File: src/rtl/alu_cmd_issuer.sv
`timescale 1ns/1ps
`default_nettype none
// ============================================================================
//  Module      : alu_cmd_issuer
//  Description : Queues ALU commands in a small FIFO and issues them one at a
//                time to an external single-cycle ALU. Each command produces
//                exactly one response. The response carries the ALU result, or
//                an error if the opcode is unsupported or the ALU never
//                completes within the timeout window.
//
//  Ports
//    clk          : single clock, rising-edge
//    reset_n      : asynchronous active-low reset
//    cmd_valid    : command request valid
//    cmd_a/cmd_b  : 8-bit operands
//    cmd_op       : 3-bit opcode (001, 010, 011 are issued; others are errors)
//    cmd_ready    : FIFO has room (not full)
//    A/B/op       : operands/opcode driven to the ALU
//    start        : one-cycle issue pulse to the ALU
//    done_aax     : ALU completion (honoured only while waiting)
//    result_aax   : 16-bit ALU result
//    rsp_valid    : response available
//    rsp_ready    : response consumer ready
//    rsp_result   : response result
//    rsp_op       : opcode of the command being answered
//    rsp_err      : response error flag
//    busy         : an operation is in progress or commands are queued
//
//  Revision    : 1.0 - initial release
// ============================================================================
module alu_cmd_issuer #(
    parameter int FIFO_DEPTH = 4
) (
    input  logic        clk,
    input  logic        reset_n,
    // command request
    input  logic        cmd_valid,
    input  logic [7:0]  cmd_a,
    input  logic [7:0]  cmd_b,
    input  logic [2:0]  cmd_op,
    output logic        cmd_ready,
    // ALU side
    output logic [7:0]  A,
    output logic [7:0]  B,
    output logic [2:0]  op,
    output logic        start,
    input  logic        done_aax,
    input  logic [15:0] result_aax,
    // response
    output logic        rsp_valid,
    input  logic        rsp_ready,
    output logic [15:0] rsp_result,
    output logic [2:0]  rsp_op,
    output logic        rsp_err,
    // status
    output logic        busy
);

    // ------------------------------------------------------------------------
    // Constants
    // ------------------------------------------------------------------------
    localparam int c_ptr_w   = (FIFO_DEPTH > 1) ? $clog2(FIFO_DEPTH) : 1;
    localparam int c_cnt_w   = c_ptr_w + 1;
    localparam int c_entry_w = 8 + 8 + 3;

    localparam logic [c_cnt_w-1:0] c_full_cnt = c_cnt_w'(FIFO_DEPTH);
    localparam logic [c_cnt_w-1:0] c_cnt_one  = c_cnt_w'(1);
    localparam logic [c_ptr_w-1:0] c_ptr_one  = c_ptr_w'(1);

    // The ALU gets four WAIT cycles to answer; the counter reaches this value
    // during the fourth one.
    localparam logic [2:0] c_tmo_last = 3'd3;

    // ------------------------------------------------------------------------
    // FSM encoding
    // ------------------------------------------------------------------------
    typedef enum logic [1:0] {
        S_IDLE  = 2'd0,
        S_ISSUE = 2'd1,
        S_WAIT  = 2'd2,
        S_HOLD  = 2'd3
    } state_t;

    state_t r_state;

    // ------------------------------------------------------------------------
    // Command FIFO storage and bookkeeping
    // ------------------------------------------------------------------------
    logic [c_entry_w-1:0] r_mem [FIFO_DEPTH];
    logic [c_ptr_w-1:0]   r_wr_ptr;
    logic [c_ptr_w-1:0]   r_rd_ptr;
    logic [c_cnt_w-1:0]   r_count;

    logic                 w_full;
    logic                 w_empty;
    logic                 w_push;
    logic                 w_pop;
    logic [c_entry_w-1:0] w_head;
    logic [7:0]           w_head_a;
    logic [7:0]           w_head_b;
    logic [2:0]           w_head_op;
    logic                 w_head_op_ok;

    assign w_full    = (r_count == c_full_cnt);
    assign w_empty   = (r_count == '0);
    assign w_push    = cmd_valid && !w_full;
    // The head is consumed only when the FSM is free to take it.
    assign w_pop     = (r_state == S_IDLE) && !w_empty;

    assign w_head    = r_mem[r_rd_ptr];
    assign w_head_a  = w_head[18:11];
    assign w_head_b  = w_head[10:3];
    assign w_head_op = w_head[2:0];

    // Only add/and/xor-class opcodes are forwarded to the ALU.
    assign w_head_op_ok = (w_head_op == 3'b001) ||
                          (w_head_op == 3'b010) ||
                          (w_head_op == 3'b011);

    // Storage has no reset: contents are meaningless while count is zero.
    always_ff @(posedge clk) begin
        if (w_push) begin
            r_mem[r_wr_ptr] <= {cmd_a, cmd_b, cmd_op};
        end
    end

    // Pointers wrap naturally because the depth is a power of two.
    always_ff @(posedge clk or negedge reset_n) begin
        if (!reset_n) begin
            r_wr_ptr <= '0;
            r_rd_ptr <= '0;
            r_count  <= '0;
        end else begin
            if (w_push) begin
                r_wr_ptr <= r_wr_ptr + c_ptr_one;
            end
            if (w_pop) begin
                r_rd_ptr <= r_rd_ptr + c_ptr_one;
            end
            case ({w_push, w_pop})
                2'b10:   r_count <= r_count + c_cnt_one;
                2'b01:   r_count <= r_count - c_cnt_one;
                default: r_count <= r_count;
            endcase
        end
    end

    // ------------------------------------------------------------------------
    // Issue / response FSM with registered outputs
    // ------------------------------------------------------------------------
    logic [7:0]  r_a;
    logic [7:0]  r_b;
    logic [2:0]  r_op;
    logic        r_start;
    logic [2:0]  r_tmo;
    logic        r_rsp_valid;
    logic [15:0] r_rsp_result;
    logic [2:0]  r_rsp_op;
    logic        r_rsp_err;

    always_ff @(posedge clk or negedge reset_n) begin
        if (!reset_n) begin
            r_state      <= S_IDLE;
            r_a          <= '0;
            r_b          <= '0;
            r_op         <= '0;
            r_start      <= 1'b0;
            r_tmo        <= '0;
            r_rsp_valid  <= 1'b0;
            r_rsp_result <= '0;
            r_rsp_op     <= '0;
            r_rsp_err    <= 1'b0;
        end else begin
            // start is a single-cycle pulse; only the IDLE->ISSUE transition
            // raises it.
            r_start <= 1'b0;

            case (r_state)
                S_IDLE: begin
                    if (!w_empty) begin
                        // rsp_op records the opcode of whatever was popped,
                        // valid or not, so error responses still identify it.
                        r_rsp_op <= w_head_op;
                        if (w_head_op_ok) begin
                            r_a     <= w_head_a;
                            r_b     <= w_head_b;
                            r_op    <= w_head_op;
                            r_start <= 1'b1;
                            r_state <= S_ISSUE;
                        end else begin
                            // Unsupported opcode: answer immediately with an
                            // error and never disturb the ALU.
                            r_rsp_result <= '0;
                            r_rsp_err    <= 1'b1;
                            r_rsp_valid  <= 1'b1;
                            r_state      <= S_HOLD;
                        end
                    end
                end

                S_ISSUE: begin
                    r_tmo   <= '0;
                    r_state <= S_WAIT;
                end

                S_WAIT: begin
                    if (done_aax) begin
                        // Result is forwarded untouched, including any
                        // zero-extension the ALU applied.
                        r_rsp_result <= result_aax;
                        r_rsp_err    <= 1'b0;
                        r_rsp_valid  <= 1'b1;
                        r_state      <= S_HOLD;
                    end else if (r_tmo == c_tmo_last) begin
                        r_rsp_result <= '0;
                        r_rsp_err    <= 1'b1;
                        r_rsp_valid  <= 1'b1;
                        r_state      <= S_HOLD;
                    end else begin
                        r_tmo <= r_tmo + 3'd1;
                    end
                end

                S_HOLD: begin
                    if (rsp_ready) begin
                        r_rsp_valid <= 1'b0;
                        r_state     <= S_IDLE;
                    end
                end

                default: begin
                    r_rsp_valid <= 1'b0;
                    r_state     <= S_IDLE;
                end
            endcase
        end
    end

    // ------------------------------------------------------------------------
    // Output mapping
    // ------------------------------------------------------------------------
    assign cmd_ready  = !w_full;
    assign A          = r_a;
    assign B          = r_b;
    assign op         = r_op;
    assign start      = r_start;
    assign rsp_valid  = r_rsp_valid;
    assign rsp_result = r_rsp_result;
    assign rsp_op     = r_rsp_op;
    assign rsp_err    = r_rsp_err;
    assign busy       = (r_state != S_IDLE) || !w_empty;

endmodule
`default_nettype wire

File: config.mk
export PLATFORM = sky130hd
export DESIGN_NAME = alu_cmd_issuer
export DESIGN_NICKNAME = d
export VERILOG_FILES = /design/src/rtl/alu_cmd_issuer.sv
export SDC_FILE = /design/constraint.sdc
export NUM_CORES = 1
export LEC_CHECK = 0
export ABC_AREA = 1
export BUFFER_PORTS_ARGS = -buffer_cell sky130_fd_sc_hd__buf_2
export CAP_MARGIN = 30
export CORE_UTILIZATION = 47
export DETAILED_ROUTE_END_ITERATION = 6
export PLACE_DENSITY = 0.7
export SKIP_LAST_GASP = 1
export SLEW_MARGIN = 20
export SYNTH_ARGS = -nofsm -noshare
export SYNTH_HDL_FRONTEND = slang
export SYNTH_SLANG_ARGS = --single-unit
File: constraint.sdc
create_clock -name clk -period 2.5 [get_ports clk]
set_input_delay 0.25 -clock clk [delete_from_list [all_inputs] [get_ports clk]]
set_output_delay 0.25 -clock clk [all_outputs]
set_load 0.05 [all_outputs]
==> results.tsv, run 1 <==
stage	metric	value	unit
critical_path	worst path bufs/invs	3	
layout	layout cells sized above 1	0.251	
yosys	cell taking the most area after synthesis	edfxtp_1	
power	net load switching power	0.00408	W
power	Pwr Total	0.00938	W
yosys	prevailing post-synth register cell	edfxtp_1	
timing	Tcrit/Tclk final	0.900	
floorplanning	core region area	11000	µm²
routing	DRT Pass-1 Iters	5	
place	pre-CTS setup slack	266	ps
yosys	Ys Warns	0	
global_route	vias in the first global route	3556	
timing	max-slew violations	0	
place	Final GP Congestion	0.749	
timing	Rel. slew slack	0.437	
global_route	first-pass GRT wire length	17100	µm
critical_path	worst endpoint data arrival time	2520	ps
power	Gate power share	0.414	
timing	WHS	57.1	ps
floorplanning	die width	109	µm
global_route	initial antenna violation count	1	
yosys	Netlist cell types	29	
yosys	Avg Inst Size Synth	11.2	µm²
clock_tree	Root Driver	clkbuf_16	
critical_path	startpoint types	flop	
power	clock power share	0.244	
layout	area grow syn2layout	20.9	%
power	Peak VDD IR	0.766	mV
critical_path	Worst path most repeated cell	inv_1	
timing	Setup Viol. Count Final	0	
routing	met2 WL	5050	µm
routing	Post-Route WL	10600	µm
critical_path	crit path capture type	flop	
global_route	global-route usage over all layers	0.195	
yosys	number of synthesized register bits	129	
yosys	Netlist Area Pre-Place	5380	µm²
floorplanning	num ports	83	
floorplanning	Starting Density	0.490	
place	PortBufs	82	
critical_path	Max stage delay on crit path	400	ps
timing	setup TNS	0	ps
yosys	Seq/Total Area, Yosys	0.671	
clock_tree	htree depth	4	
timing	fmax	445	MHz
floorplanning	row count	38	
clock_tree	Clk Latency, worst-skew pair	400	ps
timing	post-route clock skew	6.56	ps
yosys	Area contributors post-synth	edfxtp_1 (42%), dfrtp_1 (25%), nand2_1 (7.9%)	
clock_tree	CTS tree	done	
routing	routed via count	3647	
timing	unrepaired setup endpoints after global routing	false	
layout	Final nets	629	
power	internal power	0.00530	W
routing	DR vias/cell	5.00	
critical_path	largest fanout on the critical path	4	
yosys	asr flop ratio synth	0.411	
routing	met3 WL	657	µm
yosys	Post-synth top cells	nand2_1 (113), edfxtp_1 (76), nor2_1 (60)	
clock_tree	number of CTS-inserted buffers	17	
global_route	pin count of the biggest net entering global routing	40	
yosys	Post-synth EDFFs	76	
timing	Slew @ Worst Pin	844	ps
routing	Routed WL per cell	14.6	µm
power	pwr/cell area	1440	nW/µm²
power	sequential power share	0.342	
power	Net Sw Frac	0.435	
clock_tree	post-cts sizing count	0	
yosys	post-synth top area share	0.424	
critical_path	critical path's slowest cell	dfrtp_1	
critical_path	critical path class	reg -> reg	
min_path	Hold WC Path Type	in -> reg	
layout	cell area after layout	6510	µm²
critical_path	critical-path cell list	inv_1, ha_1, inv_1, nor2_4, ha_1, inv_1, fa_1, a21oi_1, o21ai_0, xor2_1	
global_route	global route total overflow	0	
clock_tree	maximum clock insertion buffer count	2	
clock_tree	total clock sinks	129	
timing	Final Hold Vio Count	0	
yosys	cells after synthesis	480	
critical_path	CP top delay family	adder cells	
routing	DR DRC count	0	
clock_tree	clk slew on worst S/H paths	60	ps
timing	fin worst setup slack	251	ps
yosys	syn_nets	533	
place	DP HPWL	6870	µm
power	Leakage Power	2.97	nW
yosys	top-count cell post-synth	nand2_1	
routing	metal1 wirelength	4830	µm
critical_path	CP required	2770	ps
place	placed cell areas	5940	µm²
floorplanning	die span in y	109	µm
status	status	complete, no violations	
routing	DRT iter0 DRCs	352	
routing	post-route ant nets	0	
job	maxcap violations	0	
floorplanning	Die Footprint	11900	µm²
layout	antenna fix cells	0	
routing	top layer in use	met5	
timing	fin crit period	2250	ps
## power by group through the flow
stage	registers [W]	logic, W	clock network [W]
6_report	0.00321	0.00388	0.00229
5_1_grt	0.00327	0.00428	0.00243
4_1_cts	0.00321	0.00391	0.00233
3_5_place_dp	0.00324	0.00389	0
3_3_place_gp	0.00321	0.00381	0
2_1_floorplan	0.00421	0.00197	0
## through the flow
stage	utilization	cells
floorplan	-	480
global placement	0.541	696
detailed placement	0.541	696
CTS	0.593	729
global route	0.593	729
finish	0.593	729
## cells in the final DEF (no fill, tap or decap), types with 3 or more instances in the layout
master / instances
clkinvlp_4: 4
o21ai_0: 35
clkbuf_16: 17
xor2_1: 3
nand2_2: 3
nand3_1: 17
ha_1: 12
buf_2: 82
nor2_1: 60
nand2_1: 113
inv_1: 37
edfxtp_1: 76
o22ai_1: 17
nand3_2: 11
dfrtp_1: 53
inv_6: 5
buf_4: 13
nor3_1: 3
a21oi_1: 8
## worst paths after layout
path                           startpoint              to  slack (ps)  cells after the start
min                              cmd_a[0]    r_mem[1][11]          60                      1
min reg2reg                rsp_result[14]  rsp_result[14]         470                      2
max reg2reg                    r_state[0]      r_count[2]         250                     10
min in group asynchronous         reset_n   rsp_result[8]         480                      2
max                            r_state[0]      r_count[2]         250                     10
max in group asynchronous         reset_n      r_count[1]        1280                      3
## final cells by class
cell class	count	area, µm²
Multi-Input combinational cell	293	1500
Inverter	39	146
Sequential cell	129	3610
Clock inverter	15	134
Clock buffer	17	425
Tap cell	140	175
Fill cell	891	4470
Timing Repair Buffer	96	518
## cells by family after synthesis
| logic type | synth area share |
|---|---|
| compound gates | 0.0646 |
| buf+inv | 0.0505 |
| flops | 0.671 |
| fa+ha+maj | 0.0316 |
| simple gates | 0.176 |
| xor+xnor | 0.00651 |
## per-layer routing
metal | vias to the layer above | GRT usage
met5 | - | 0
met1 | 1737 | 0.245
met2 | 106 | 0.305
li1 | 1796 | -
met4 | 2 | 0.0898
met3 | 6 | 0.0652
## state kept, by name (all words and copies together) (netlist names)
name        flops
r_mem          76
rsp_result     16
A               8
B               8
op              3
r_count         3
r_tmo           3
rsp_op          3
r_rd_ptr        2
r_state         2
r_wr_ptr        2
rsp_err         1
rsp_valid       1
start           1
## timing repair
item	4_1_cts	5_1_grt
hold endpoints to repair	38	0
hold buffers	1	0
setup buffers	0	0
Power figures use the tool's default switching activity.
==> inputs of run 2 (changes only) <==
==> constraint.sdc (replaced) <==
create_clock -name clk -period 2.5 [get_ports clk]
set_input_delay 0.5 -clock clk [delete_from_list [all_inputs] [get_ports clk]]
set_output_delay 0.5 -clock clk [all_outputs]
set_load 0.05 [all_outputs]
==> results.tsv, run 2 (synthesized netlist as in run 1, its figures left out) <==
stage	metric	value	unit
clock_tree	hold_buf cts	1	
timing	max-slew violations	0	
global_route	vias in the first global route	3469	
layout	cell area after layout	6550	µm²
global_route	pin count of the biggest net entering global routing	45	
power	clock power share	0.262	
floorplanning	row count	38	
critical_path	critical path class	reg -> reg	
power	pwr/cell area	1460	nW/µm²
critical_path	CP Launch Point	r_state[0]	
job	maxcap violations	0	
layout	non-filler cells, final	728	
power	Net Sw Frac	0.425	
floorplanning	Starting Density	0.490	
layout	Top reg by flops	r_mem	
place	Final GP Congestion	0.737	
global_route	global route total overflow	0	
clock_tree	total clock sinks	129	
routing	post-route ant nets	0	
layout	antenna fix cells	0	
routing	Post-Route WL	10300	µm
power	Peak VDD IR	0.900	mV
timing	WHS	293	ps
layout	most common cell after layout, fill and taps aside	nand2_1	
global_route	initial antenna violation count	0	
layout	commonest non-fill, non-tap cells in the layout	nand2_1 (113), buf_2 (82), edfxtp_1 (76)	
clock_tree	post-cts sizing count	0	
timing	fin crit period	2230	ps
critical_path	largest fanout on the critical path	4	
routing	DR vias/cell	4.98	
floorplanning	Die Footprint	11900	µm²
clock_tree	post-CTS setup repair buffer count	0	
layout	Final nets	628	
routing	DRT iter0 DRCs	288	
critical_path	CP required	2790	ps
place	PortBufs	82	
power	net load switching power	0.00406	W
place	dpl cells	695	
global_route	first-pass GRT wire length	16300	µm
timing	post-route clock skew	20.2	ps
critical_path	reg2reg start	r_state[0]	
power	sequential power share	0.336	
status	status	complete, no violations	
routing	Routed WL per cell	14.1	µm
power	Pwr Total	0.00955	W
critical_path	crit path capture type	flop	
floorplanning	die width	109	µm
min_path	Hold WC Path Type	in -> reg	
layout	area grow syn2layout	21.7	%
timing	setup TNS	0	ps
floorplanning	num ports	83	
place	placed cell areas	5930	µm²
timing	fmax	448	MHz
critical_path	worst endpoint data arrival time	2530	ps
timing	Slew @ Worst Pin	573	ps
clock_tree	maximum clock insertion buffer count	2	
layout	layout cells sized above 1	0.252	
place	DP HPWL	6640	µm
floorplanning	die span in y	109	µm
clock_tree	number of CTS-inserted buffers	17	
clock_tree	Root Driver	clkbuf_16	
routing	routed via count	3628	
timing	Final Hold Vio Count	0	
power	internal power	0.00549	W
power	Gate power share	0.402	
routing	DR DRC count	0	
timing	Setup Viol. Count Final	0	
timing	Rel. slew slack	0.618	
clock_tree	Clk Latency, worst-skew pair	420	ps
clock_tree	clk slew on worst S/H paths	60	ps
min_path	min-delay src	cmd_op[1]	
layout	max reg flops	76	
timing	Tcrit/Tclk final	0.893	
clock_tree	CTS tree	done	
floorplanning	core region area	11000	µm²
timing	unrepaired setup endpoints after global routing	false	
critical_path	startpoint types	flop	
clock_tree	htree depth	4	
routing	DRT Pass-1 Iters	4	
global_route	global-route usage over all layers	0.186	
power	Leakage Power	3.00	nW
-- run 2: cell count changes in the layout (fill, tap and decap cells not counted) --
| cell | before | now |
|---|---|---|
| buf_4 | 13 | 12 |
| clkinv_1 | 2 | 1 |
| clkinvlp_4 | 4 | 3 |
| bufinv_16 | 1 | 3 |
-- run 2: cell type report --
class	count	area, µm²
Inverter	39	146
Timing Repair Buffer	95	510
Sequential cell	129	3610
Multi-Input combinational cell	293	1500
Clock buffer	17	425
Clock inverter	15	183
Tap cell	140	175
Fill cell	884	4430
-- run 2: per-layer routing --
metal  part of all wire  global-route usage  wire length, µm  vias up
met5                  0                   0                0        -
met4              0.011              0.0946              114        0
met3              0.067              0.0568              686       11
met2               0.47               0.291             4790      110
met1               0.46               0.235             4700     1718
li1                   -                   -                -     1789
-- run 2: path summary, 6_finish.rpt --
kind	endpoint	slack (ps)	cells past startpoint
setup / recovery	r_count[2]	270	10
hold reg to reg	rsp_result[6]	470	2
hold / removal	r_mem[0][1]	290	1
setup reg to reg	r_count[2]	270	10
min in group asynchronous	op[2]	480	2
max in group asynchronous	op[0]	1190	3
-- run 2: power groups by stage --
| stage | sequential, W | combinational [W] | clock (W) |
|---|---|---|---|
| after global placement | 0.00321 | 0.00380 | 0 |
| after CTS | 0.00320 | 0.00387 | 0.00255 |
| final | 0.00321 | 0.00384 | 0.00251 |
| after detailed placement | 0.00324 | 0.00386 | 0 |
| after global routing | 0.00327 | 0.00421 | 0.00263 |
| after floorplan | 0.00421 | 0.00197 | 0 |
-- run 2: critical path, stage by stage, from the launching register on --
cell     delay [ps]
dfrtp_1         400
inv_1           140
ha_1            270
inv_1           160
nor2_4          140
ha_1            140
inv_1            70
fa_1            370
a21oi_1         150
o21ai_0         120
xor2_1          160
-- run 2: through the flow --
stage                     setup WS [ps]  utilization
after floorplan                    50.5            -
after global placement              357        0.540
after CTS                           260        0.596
after global routing               73.0        0.596
after detailed placement            250        0.540
final                               268        0.596
